**config.mk**
```make
export PLATFORM = sky130hd
export DESIGN_NAME = fetch_unit
export DESIGN_NICKNAME = d
export VERILOG_FILES = /design/src/rtl/fetch_pkg.sv /design/src/rtl/fetch_skid_fifo.sv /design/src/rtl/fetch_unit.sv
export SDC_FILE = /design/constraint.sdc
export NUM_CORES = 1
export LEC_CHECK = 0
export ABC_AREA = 1
export BUFFER_PORTS_ARGS = -buffer_cell sky130_fd_sc_hd__clkbuf_2
export CAP_MARGIN = 20
export CORE_AREA = 2 2 87 89
export CTS_CLUSTER_DIAMETER = 40
export DETAILED_ROUTE_END_ITERATION = 8
export DIE_AREA = 0 0 89 91
export PLACE_DENSITY = 0.69
export SYNTH_ARGS = -nofsm -noshare
export SYNTH_HDL_FRONTEND = slang
export SYNTH_SLANG_ARGS = --single-unit
```
**constraint.sdc**
```tcl
create_clock -name clk -period 1.6 [get_ports clk]
set_input_delay 0.24 -clock clk [delete_from_list [all_inputs] [get_ports clk]]
set_output_delay 0.24 -clock clk [all_outputs]
set_load 0.02 [all_outputs]
```
**src/rtl/fetch_pkg.sv**
```systemverilog
// fetch_pkg: shared widths, reset PC, fetch buffer entry type and fetch FSM states.
// Ports: none (package). Optional feature macro used by fetch_unit: FETCH_PERF_CNT_EN.
package fetch_pkg;
    localparam int ADDR_W = 8;
    localparam int INSTR_W = 16;
    localparam logic [ADDR_W-1:0] RESET_PC = 8'h00;
    typedef struct packed {
        logic [ADDR_W-1:0]  pc;
        logic [INSTR_W-1:0] instr;
    } fetch_entry_t;
    typedef enum logic {RUN, HALTED} state_e;
endpackage

```
**src/rtl/fetch_skid_fifo.sv**
```systemverilog
// fetch_skid_fifo: 2-entry FIFO of fetch_entry_t with push/pop/flush; head is zero when empty.
// Ports: clk, rst_n (async active-low), i_data/i_push (write), i_pop (consume head),
//        i_flush (drop all entries), o_head (current head), o_count (0..2).
// The caller never pushes when full without popping and never pops when empty.
module fetch_skid_fifo
    import fetch_pkg::*;
(
    input  logic         clk,
    input  logic         rst_n,
    input  fetch_entry_t i_data,
    input  logic         i_push,
    input  logic         i_pop,
    input  logic         i_flush,
    output fetch_entry_t o_head,
    output logic [1:0]   o_count
);
    fetch_entry_t r_e0, r_e1;
    logic [1:0]   r_count;

    always_ff @(posedge clk or negedge rst_n) begin
        if (!rst_n) begin
            r_e0    <= '0;
            r_e1    <= '0;
            r_count <= '0;
        end else if (i_flush) begin
            r_count <= '0;
        end else begin
            // r_e0 is always the head; r_e1 holds the second entry when count=2
            if (i_pop)
                r_e0 <= (i_push && r_count == 2'd1) ? i_data : r_e1;
            else if (i_push && r_count == 2'd0)
                r_e0 <= i_data;
            if (i_push && (i_pop ? r_count == 2'd2 : r_count == 2'd1))
                r_e1 <= i_data;
            r_count <= r_count + {1'b0, i_push} - {1'b0, i_pop};
        end
    end

    assign o_head  = (r_count != 2'd0) ? r_e0 : '0;
    assign o_count = r_count;
endmodule

```
**src/rtl/fetch_unit.sv**
```systemverilog
// fetch_unit: instruction fetch stage; owns the PC, reads imem combinationally and buffers {pc, instr} for decode.
// Ports: clk, rst_n (async active-low); imem_addr/imem_rd (instruction memory);
//        br_taken/br_target (redirect from execute); halt (level, stops fetch);
//        dec_valid/dec_ready/dec_instr/dec_pc (decode handshake).
// Optional: define FETCH_PERF_CNT_EN to add perf_fetch_cnt[15:0], a saturating count of pushes.
module fetch_unit #(
    parameter int                ADDR_W   = fetch_pkg::ADDR_W,
    parameter int                INSTR_W  = fetch_pkg::INSTR_W,
    parameter logic [ADDR_W-1:0] RESET_PC = fetch_pkg::RESET_PC
) (
    input  logic               clk,
    input  logic               rst_n,
    output logic [ADDR_W-1:0]  imem_addr,
    input  logic [INSTR_W-1:0] imem_rd,
    input  logic               br_taken,
    input  logic [ADDR_W-1:0]  br_target,
    input  logic               halt,
    output logic               dec_valid,
    input  logic               dec_ready,
    output logic [INSTR_W-1:0] dec_instr,
    output logic [ADDR_W-1:0]  dec_pc
`ifdef FETCH_PERF_CNT_EN
    ,
    output logic [15:0]        perf_fetch_cnt
`endif
);
    import fetch_pkg::*;

    state_e       r_state, w_state_nxt;
    logic [ADDR_W-1:0] r_pc;
    logic [1:0]   w_count;
    logic         w_pop, w_fetch;
    fetch_entry_t w_push_entry, w_head;

    always_ff @(posedge clk or negedge rst_n) begin
        if (!rst_n) begin
            r_state <= RUN;
            r_pc    <= RESET_PC;
        end else begin
            r_state <= w_state_nxt;
            r_pc    <= br_taken ? br_target : w_fetch ? r_pc + 1'b1 : r_pc;
        end
    end

    always_comb begin
        w_state_nxt = r_state;
        w_pop       = dec_valid & dec_ready;
        w_fetch     = 1'b0;
        w_state_nxt = (r_state == RUN) ? ((halt && !br_taken) ? HALTED : RUN)
                                       : (halt ? HALTED : RUN);
        // count - pop < 2: a full buffer only accepts a push when its head leaves
        w_fetch     = (r_state == RUN) && !halt && !br_taken && !(w_count == 2'd2 && !w_pop);
    end

    assign w_push_entry = '{pc: r_pc, instr: imem_rd};

    fetch_skid_fifo u_fifo (
        .clk     (clk),
        .rst_n   (rst_n),
        .i_data  (w_push_entry),
        .i_push  (w_fetch),
        .i_pop   (w_pop),
        .i_flush (br_taken),
        .o_head  (w_head),
        .o_count (w_count)
    );

    assign imem_addr = r_pc;
    assign dec_valid = w_count != 2'd0;
    assign dec_instr = w_head.instr;
    assign dec_pc    = w_head.pc;

`ifdef FETCH_PERF_CNT_EN
    logic [15:0] r_perf;
    always_ff @(posedge clk or negedge rst_n) begin
        if (!rst_n)
            r_perf <= '0;
        else if (w_fetch && r_perf != 16'hFFFF)
            r_perf <= r_perf + 16'd1;
    end
    assign perf_fetch_cnt = r_perf;
`endif
endmodule

```
# Yosys cells after proc, flatten, opt, wreduce, memory -nomap -nowiden
# Index checks and enable logic that the tools add are counted.
[totals] register_bits=59 in_bits=29 out_inout_bits=33
[classes] addsub=3 eq_ne=2 muxes=11 bitwise_logic=3 n_reduce_logical=18
[ops] op="24-bit 2-to-1 mux" count=4
[ops] op="8-bit 2-to-1 mux" count=2
[ops] op="8-bit by 1-bit adder with 8-bit output (second input constant)" count=1
[ops] op="1-bit logical AND" count=8
[ops] op="2-bit nonzero test" count=3
[ops] op="1-bit logical NOT" count=4
[ops] op="1-bit 2-to-1 mux" count=4
[ops] op="2-bit AND reduction" count=2
[ops] op="2-bit by 1-bit adder with 2-bit output" count=1
[ops] op="2-bit by 1-bit equality test with 1-bit output (second input constant)" count=1
[ops] op="2-bit equality test (second input constant)" count=1
[ops] op="2-bit logical NOT" count=1
[ops] op="2-bit 2-to-1 mux" count=1
[ops] op="1-bit NOT" count=2
[ops] op="2-bit by 1-bit subtractor with 2-bit output" count=1
[ops] op="1-bit bitwise AND" count=1

# Depth between registers and ports, before layout
# Gate-level depths: netlist of the first run.
[logic_depth] word_depth=9 mapped_depth=9 ltp_nobuf=8

# By module
# From an unflattened synthesis of the first run, not the netlist that was laid out.
[hier_totals] hier_cells=473 hier_area_um2=3420.8
[modules_own_cells] module="fetch_skid_fifo" n_inst=1 cells_each=386 area_per_inst_um2=2786.4 seq_area_each_um2=1251.2
[modules_own_cells] module="fetch_unit" n_inst=1 cells_each=87 area_per_inst_um2=634.4 seq_area_each_um2=225.2

# Worst setup path before layout of the first run
# Ideal clock, no wire load.
[synth_path] kind="register -> register" startpoint="register u_fifo.r_count[1], in the netlist u_fifo.o_count[1]" endpoint="register u_fifo.r_count[1], in the netlist u_fifo.o_count[1]" t_arrival_ns=1.525 required_ns=1.467 slack_ns=-0.057 stages_incl_launch_ff=9 n_path_buf=1 period_less_slack_ns=1.657 cell_sequence="dfrtp_1 nor2_4 nor2_4 buf_2 ha_1 inv_1 ha_1 xor2_1 nor2_1"
[synth_between] elab_chain_len=9 elab_cells_between_ends=10
[synth_lines] element="start, declared" line="fetch_skid_fifo.sv:18" text="logic [1:0] r_count;"
[synth_lines] element="start signal, assigned" line="fetch_skid_fifo.sv:35" text="r_count <= r_count + {1'b0, i_push} - {1'b0, i_pop};"
[synth_lines] element="2-bit nonzero test" line="fetch_unit.sv:69" text="assign dec_valid = w_count != 2'd0;"
[synth_lines] element="1-bit bitwise AND" line="fetch_unit.sv:47" text="w_pop = dec_valid & dec_ready;"
[synth_lines] element="1-bit logical NOT" line="fetch_unit.sv:52" text="w_fetch = (r_state == RUN) && !halt && !br_taken && !(w_count == 2'd2 && !w_pop);"
[synth_lines] element="1-bit logical AND" line="fetch_unit.sv:52"
[synth_lines] element="1-bit logical NOT" line="fetch_unit.sv:52"
[synth_lines] element="1-bit logical AND" line="fetch_unit.sv:52"
[synth_lines] element="2-bit by 1-bit adder with 2-bit output" line="fetch_skid_fifo.sv:35"
[synth_lines] element="2-bit by 1-bit subtractor with 2-bit output (*)" line="fetch_skid_fifo.sv:35"
[synth_lines] element="2-bit 2-to-1 mux (*)" line="fetch_skid_fifo.sv:25" text="end else if (i_flush) begin"
# Every way passes the cells marked *; elsewhere a longest branch is shown, timed or not.
# A chain may end at the register's enable or synchronous reset.

# Final worst setup path of the first run
[layout_path] startpoint="register u_fifo.r_count[1], in the netlist u_fifo.o_count[1]" endpoint="output port dec_instr[14]"
[layout_between] elab_chain_len=2
[layout_lines] element="2-bit nonzero test" line="fetch_skid_fifo.sv:39" text="assign o_head = (r_count != 2'd0) ? r_e0 : '0;"
[layout_lines] element="24-bit 2-to-1 mux" line="fetch_skid_fifo.sv:39"
[layout_lines] element="end, declared" line="fetch_unit.sv:20" text="output logic [INSTR_W-1:0] dec_instr,"
# Every way passes these cells.

==> results of run 1 <==
-- state kept, by name, indices dropped and copies added (netlist names) --
signal and count:
r_state 1, u_fifo.r_e0 24, imem_addr 8, u_fifo.r_e1 24
u_fifo.o_count 2
-- per-stage QoR --
step	utilization (%)	setup slack, ns
floorplan	-	0.00352
global route	53.6	-0.0716
detailed placement	50.6	0.0216
CTS	53.2	0.00811
global placement	50.6	0.0448
finish	53.6	0.0360
-- worst max-delay path: cells and delay by family, from the launching register on --
family	cells	cell delay, ns
buffers and inverters	2	0.34
DFF	1	0.45
and+or+nand+nor	2	0.22
-- what timing repair did --
action	4_1_cts	5_1_grt
buffers inserted	1	1
endpoints found under the setup margin	24	70
hold endpoints to repair	15	0
gates resized for setup	2	19
pin swaps	1	0
hold buffers	1	0
-- synth_stat cells --
| cell | n |
|---|---|
| nand3_1 | 38 |
| buf_6 | 4 |
| nand3_2 | 2 |
| nand2_2 | 4 |
| buf_4 | 5 |
| clkbuf_1 | 5 |
| dfrtp_1 | 59 |
| nand3b_1 | 24 |
| o211ai_1 | 2 |
| o21a_1 | 1 |
| xnor2_1 | 2 |
| xor2_1 | 2 |
| nor2_4 | 4 |
| ha_1 | 3 |
| inv_1 | 55 |
| inv_2 | 2 |
| nand2_1 | 130 |
| nand4_1 | 2 |
| nor2_1 | 32 |
| a21oi_4 | 1 |
| a21oi_1 | 1 |
| buf_2 | 4 |
| o21ai_1 | 7 |
| a21oi_2 | 1 |
| o21ai_0 | 18 |
-- area by class of cell --
| class | count | area (um2) |
|---|---|---|
| Clock buffer | 9 | 124 |
| Multi-Input combinational cell | 274 | 1360 |
| Clock inverter | 7 | 35.0 |
| Tap cell | 99 | 124 |
| Timing Repair Buffer | 80 | 490 |
| Inverter | 57 | 214 |
| Sequential cell | 59 | 1480 |
| Fill cell | 727 | 3310 |
-- worst paths after layout --
check	from	end	slack (ns)	cells after the start
hold reg to reg	u_fifo.r_e1[23]$_DFFE_PN0P_	u_fifo.r_e1[23]$_DFFE_PN0P_	0.48	2
setup reg to reg	u_fifo.o_count[1]$_DFF_PN0_	u_fifo.o_count[1]$_DFF_PN0_	0.06	8
max in group asynchronous	rst_n	u_fifo.r_e0[16]$_DFFE_PN0P_	0.66	3
setup / recovery	u_fifo.o_count[1]$_DFF_PN0_	dec_instr[14]	0.04	4
hold / removal	br_target[4]	imem_addr[4]$_DFFE_PN0P_	0.13	3
min in group asynchronous	rst_n	imem_addr[6]$_DFFE_PN0P_	0.39	2
-- power by group through the flow --
stage	logic (mW)	clock network [mW]	registers, mW
detailed placement	2.92	0	2.52
global route	3.41	1.22	2.56
floorplan	2.13	0	2.46
CTS	3.00	1.13	2.49
finish	3.00	1.11	2.49
global placement	2.84	0	2.49
-- metal layers --
layer / track usage [%] / wire length [um]
met1: 24.0 / 3250
met2: 29.2 / 3320
met3: 4.45 / 257
met4: 5.60 / 84
met5: 0 / 0
-- cell families (layout without fill, tap and decap cells) --
family          after synthesis  count (layout)  share of synthesized area, %
compound gates               31              31                          5.65
flops                        59              59                          47.0
buf+inv                      75             153                          10.7
fa+ha+maj                     3               3                          1.19
xor+xnor                      4               4                          1.11
simple gates                236             236                          34.4
==> flow_summary.json, run 1 <==
{
  "cts.sinks": 59,
  "clock_power_share_pct": 16.8,
  "cts_buffers": 9,
  "synth.avg_cell_area_um2": 7.70,
  "rsz0062_at_grt": "yes",
  "cts_root_buf": "clkbuf_8",
  "placedCellCount": 566,
  "portBuffers": 61,
  "grt_overflow": 0,
  "clockBufferDepth": 2,
  "dp_hpwl_um": 5000,
  "p_sw_share_pct": 41.6,
  "worstPathRequired_ns": 1.36,
  "vias": 2730,
  "synth_area_um2": 3140,
  "end_kind": "output pin",
  "fin_crit_sh_pct": 97.7,
  "nNetsFinal": 513,
  "placed_cell_area_um2": 3610,
  "fin_cells": 585,
  "cts-htree-levels": 3,
  "max_slew_margin_pct": 69.1,
  "viasPerCell": 4.67,
  "synthTopCellsByArea": "dfrtp_1, nand2_1, inv_1",
  "fin_hold_ws_ns": 0.128,
  "p_total_mw": 6.61,
  "syn2layout_area_growth_pct": 21.7,
  "finalSetupViolations": 0,
  "wirelength_um": 6910,
  "antenna_cells": 0,
  "die_area_um2": 8100,
  "final_cell_mix": "nand2_1, dfrtp_1, inv_1",
  "run_status": "completed",
  "finClkSkew_ns": 0.00783,
  "combPwrFrac_pct": 45.4,
  "ys_seq_elements": 59,
  "first_iter_violations": 115,
  "period_minus_slack_ns": 1.56,
  "yosysTopAreaCell": "dfrtp_1",
  "drv_cap": 0,
  "drc": 0,
  "cp_slowest_stage_delay_ns": 0.45,
  "grt_max_degree": 32,
  "power.density_nw_per_um2": 1730,
  "hold_class": "in -> reg",
  "wire_per_inst_um": 11.8,
  "criticalPathCategory": "reg -> out",
  "antenna_found_initial": 0,
  "timing.fmax_ghz": 0.639,
  "synth_top_area_share_pct": 47.0,
  "cp_max_fo": 8,
  "initial_utilization_pct": 44.0,
  "ant_nets": 0,
  "cp-start-kind": "flop",
  "drive_gt1_share_pct": 23.3,
  "clk_pin_slew_ns": 0.06,
  "final_common_cell": "nand2_1",
  "cts_tree": "done",
  "clock_latency_ns": 0.33,
  "synth_cells": 408,
  "tns_ns": 0,
  "gp_congestion": 0.875,
  "die_h_um": 91,
  "ys_types": 25,
  "cp_data_arrival_time_ns": 1.32,
  "p_seq_share_pct": 37.8,
  "synth_seq_area_share_pct": 47.0,
  "num_io_pins": 62,
  "dieWidth_um": 89,
  "ys.warnings.count": 0,
  "rows": 31,
  "slew_violations": 0,
  "drtPass1Iterations": 4,
  "grt_pass1_vias": 2589,
  "hold_violations": 0,
  "intPower_mw": 3.86,
  "grtUsageTotal_pct": 18.2,
  "core_um2": 7140,
  "power_switching_mw": 2.75,
  "synth_nets": 440,
  "grt_pass1_wl_um": 11700,
  "crit_chain": "nor2_4, buf_4, nor2_1, clkbuf_2",
  "ir_worst_vdd_uv": 726,
  "worst_pin_slew_ns": 0.464,
  "critPathSlowestCell": "dfrtp_2",
  "fin_area_um2": 3830,
  "p_leak_nw": 2.13
}
No activity file was read; power rests on OpenSTA's default activity.
==> run 2: changes to the inputs <==
--- a/config.mk
+++ b/config.mk
@@ -5,13 +5,12 @@
 export SDC_FILE = /design/constraint.sdc
 export NUM_CORES = 1
 export LEC_CHECK = 0
-export ABC_AREA = 1
 export BUFFER_PORTS_ARGS = -buffer_cell sky130_fd_sc_hd__clkbuf_2
 export CAP_MARGIN = 20
-export CORE_AREA = 2 2 87 89
+export CORE_AREA = 2 2 84 86
 export CTS_CLUSTER_DIAMETER = 40
 export DETAILED_ROUTE_END_ITERATION = 8
-export DIE_AREA = 0 0 89 91
+export DIE_AREA = 0 0 86 88
 export PLACE_DENSITY = 0.69
 export SYNTH_ARGS = -nofsm -noshare
 export SYNTH_HDL_FRONTEND = slang
==> run 2 against run 1 <==
Effect of this change: the run now ends with negative setup slack left; via count fell by 19%; clock-buffer cell count is 4 higher; final cell count fell by 27%; first-iteration DRC count is 7.0% higher; largest cell class is now multi-input gates; maximum frequency is 8.4% lower; sequential share of layout area shrank 2.8 points; critical endpoint is now dec_instr[13]; synthesized cell count is 39% lower.
==> flow_summary.json, run 2 <==
{
  "synth_top_family_by_area": "multiplexers",
  "rows": 30,
  "yosysMostFrequentCell": "dfrtp_1",
  "grt_max_degree": 60,
  "synth_xor_area_share_pct": 0.596,
  "grtUsageTotal_pct": 18.5,
  "cts_buffers": 9,
  "ys_seq_elements": 59,
  "synth.avg_cell_area_um2": 11.8,
  "nNetsFinal": 376,
  "antenna_cells": 0,
  "rsz0062_at_grt": "yes",
  "dpl_worst_slack_ns": -0.0787,
  "crit_chain": "buf_4, nor2_4, buf_12, nor2b_1, buf_4",
  "ir_worst_vdd_uv": 692,
  "critPathSlowestCell": "dfrtp_1",
  "crit_path_frequent_cell": "buf_4",
  "viasPerCell": 5.19,
  "synthTopCellsByArea": "dfrtp_1, mux2_2, mux2i_1",
  "die_area_um2": 7570,
  "antenna_found_initial": 0,
  "finClkSkew_ns": 0.00798,
  "final_common_cell": "dfrtp_1",
  "yosys.area_share.simple_pct": 13.5,
  "violations": "negative setup slack",
  "synth_top_area_share_pct": 50.2,
  "num_io_pins": 62,
  "clock_latency_ns": 0.33,
  "r2r_start": "u_fifo.o_count[1]$_DFF_PN0_",
  "fin_cells": 428,
  "ys_async_sr_fraction_pct": 100,
  "synth_cells": 250,
  "synth_nets": 282,
  "cp_max_fo": 25,
  "clk_pin_slew_ns": 0.06,
  "synthTopCellsByCount": "dfrtp_1, nor2_1, mux2_2, mux2i_1, nor2b_1",
  "syn2layout_area_growth_pct": 40.4,
  "cts_root_buf": "clkbuf_8",
  "ys_types": 36,
  "synth_edf_count": 0,
  "cts_tree": "done",
  "slew_violations": 0,
  "drv_cap": 0,
  "synth_compound_area_share_pct": 11.4,
  "core_um2": 6640,
  "power.density_nw_per_um2": 1780,
  "dp_hpwl_um": 3990,
  "period_minus_slack_ns": 1.71,
  "synth_seq_area_share_pct": 50.2,
  "ant_nets": 0,
  "worst_slack_ns": -0.108,
  "portBuffers": 61,
  "run_status": "finished with violations",
  "cp-start-kind": "flop",
  "first_iter_violations": 123,
  "clockBufferDepth": 2,
  "grt_pass1_vias": 2274,
  "final_cell_mix": "dfrtp_1, clkbuf_2, nor2b_1",
  "ys.flop_type": "dfrtp_1",
  "cp_slowest_stage_delay_ns": 0.39,
  "cts.sinks": 59,
  "hold_class": "in -> reg",
  "criticalPathCategory": "reg -> out",
  "reg2reg_depth": 6,
  "placedCellCount": 402,
  "finalSetupViolations": 59,
  "hold_depth": 3,
  "regToRegEndpoint": "u_fifo.o_count[0]$_DFF_PN0_",
  "yosysTopAreaCell": "dfrtp_1",
  "path_delay_family": "buffers and inverters",
  "synth_fa_ha_area_share_pct": 1.28,
  "fin_crit_sh_pct": 107,
  "ys.warnings.count": 0,
  "max_slew_margin_pct": 79.0,
  "grt_pass1_wl_um": 10700,
  "synth_area_um2": 2940,
  "die_h_um": 88,
  "grt_overflow": 0,
  "vias": 2220,
  "hold_violations": 0,
  "timing.fmax_ghz": 0.586,
  "muxShareOfSynthArea_pct": 18.5,
  "cts-htree-levels": 3,
  "wire_per_inst_um": 15.6,
  "whs_endpoint": "imem_addr[1]$_DFFE_PN0P_",
  "gp_congestion": 0.832,
  "wirelength_um": 6670,
  "cp_data_arrival_time_ns": 1.47,
  "end_kind": "output pin",
  "dieWidth_um": 86,
  "initial_utilization_pct": 44.3,
  "p_leak_nw": 1.84,
  "drtPass1Iterations": 4,
  "worst_pin_slew_ns": 0.315,
  "drive_gt1_share_pct": 57.5,
  "worstPathRequired_ns": 1.36,
  "drc": 0,
  "worstHoldStart": "br_target[1]",
  "critPathBufInv": 3,
  "cp-startpoint": "u_fifo.o_count[0]$_DFF_PN0_",
  "rrSetupSlack_ns": -0.07
}
==> run 2: cell families after synthesis <==
| logic type | Yosys count |
|---|---|
| AO/OA/AOI/OAI | 42 |
| XOR/XNOR | 2 |
| adder cells (fa/ha/maj) | 3 |
| buffers and inverters | 19 |
| flip-flops | 59 |
| multiplexers | 51 |
| AND/OR/NAND/NOR | 74 |
==> run 2: cell type report <==
cell class,count,area [um2]
inverters,4,15.0
repair buffers,98,759
flip-flops and latches,59,1480
clock buffers,13,169
multi-input cells,172,1590
well taps,80,100
fillers,526,2520
clock inverters,2,10.0
==> run 2: timing repair <==
action,in CTS,in global routing
hold buffers,1,0
gates cloned,3,2
pin swaps,14,19
gates resized for setup,25,67
hold endpoints to repair,59,0
buffers inserted,10,0
endpoints found under the setup margin,67,83
==> run 2: report_power, final <==
group	switching, mW	internal [mW]	total [mW]
combinational	1.77	1.77	3.54
sequential	0.434	2.13	2.57
clock	0.558	0.676	1.23
==> run 2: through the flow <==
step | power, mW | hold slack (ns) | area [um2] | util [%] | setup TNS [ns]
5_1_grt | 7.80 | 0.129 | 4130 | 62.1 | -5.90
3_3_place_gp | 5.37 | 0.276 | 3540 | 53.2 | -0.203
3_5_place_dp | 5.45 | 0.273 | 3540 | 53.2 | -1.22
6_report | 7.35 | 0.133 | 4130 | 62.1 | -2.37
4_1_cts | 7.10 | 0.119 | 3980 | 59.8 | -3.22
2_1_floorplan | 4.52 | -0.0556 | 2970 | - | -0.290
==> run 2: tightest hold or removal path, cell delays in order <==
cell and delay [ns]:
clkbuf_2 0.07, nand2_1 0.04, o21ai_0 0.07
==> run 2: per-layer routing <==
metal / part of all wire, % / track usage [%]
met1: 45 / 23.4
met2: 49 / 30.2
met3: 4.5 / 4.62
met4: 1.2 / 7.94
met5: 0 / 0
==> run 2: worst max-delay path by stage <==
stage	to	slack (ns)	cells after the start
after floorplan	u_fifo.o_count[0]$_DFF_PN0_	-0.12	8
after global placement	imem_addr[6]$_DFFE_PN0P_	-0.06	4
after detailed placement	imem_addr[3]$_DFFE_PN0P_	-0.08	4
after CTS	u_fifo.r_e0[4]$_DFFE_PN0P_	-0.10	9
after global routing	u_fifo.r_e0[3]$_DFFE_PN0P_	-0.13	6
final	dec_instr[13]	-0.11	5
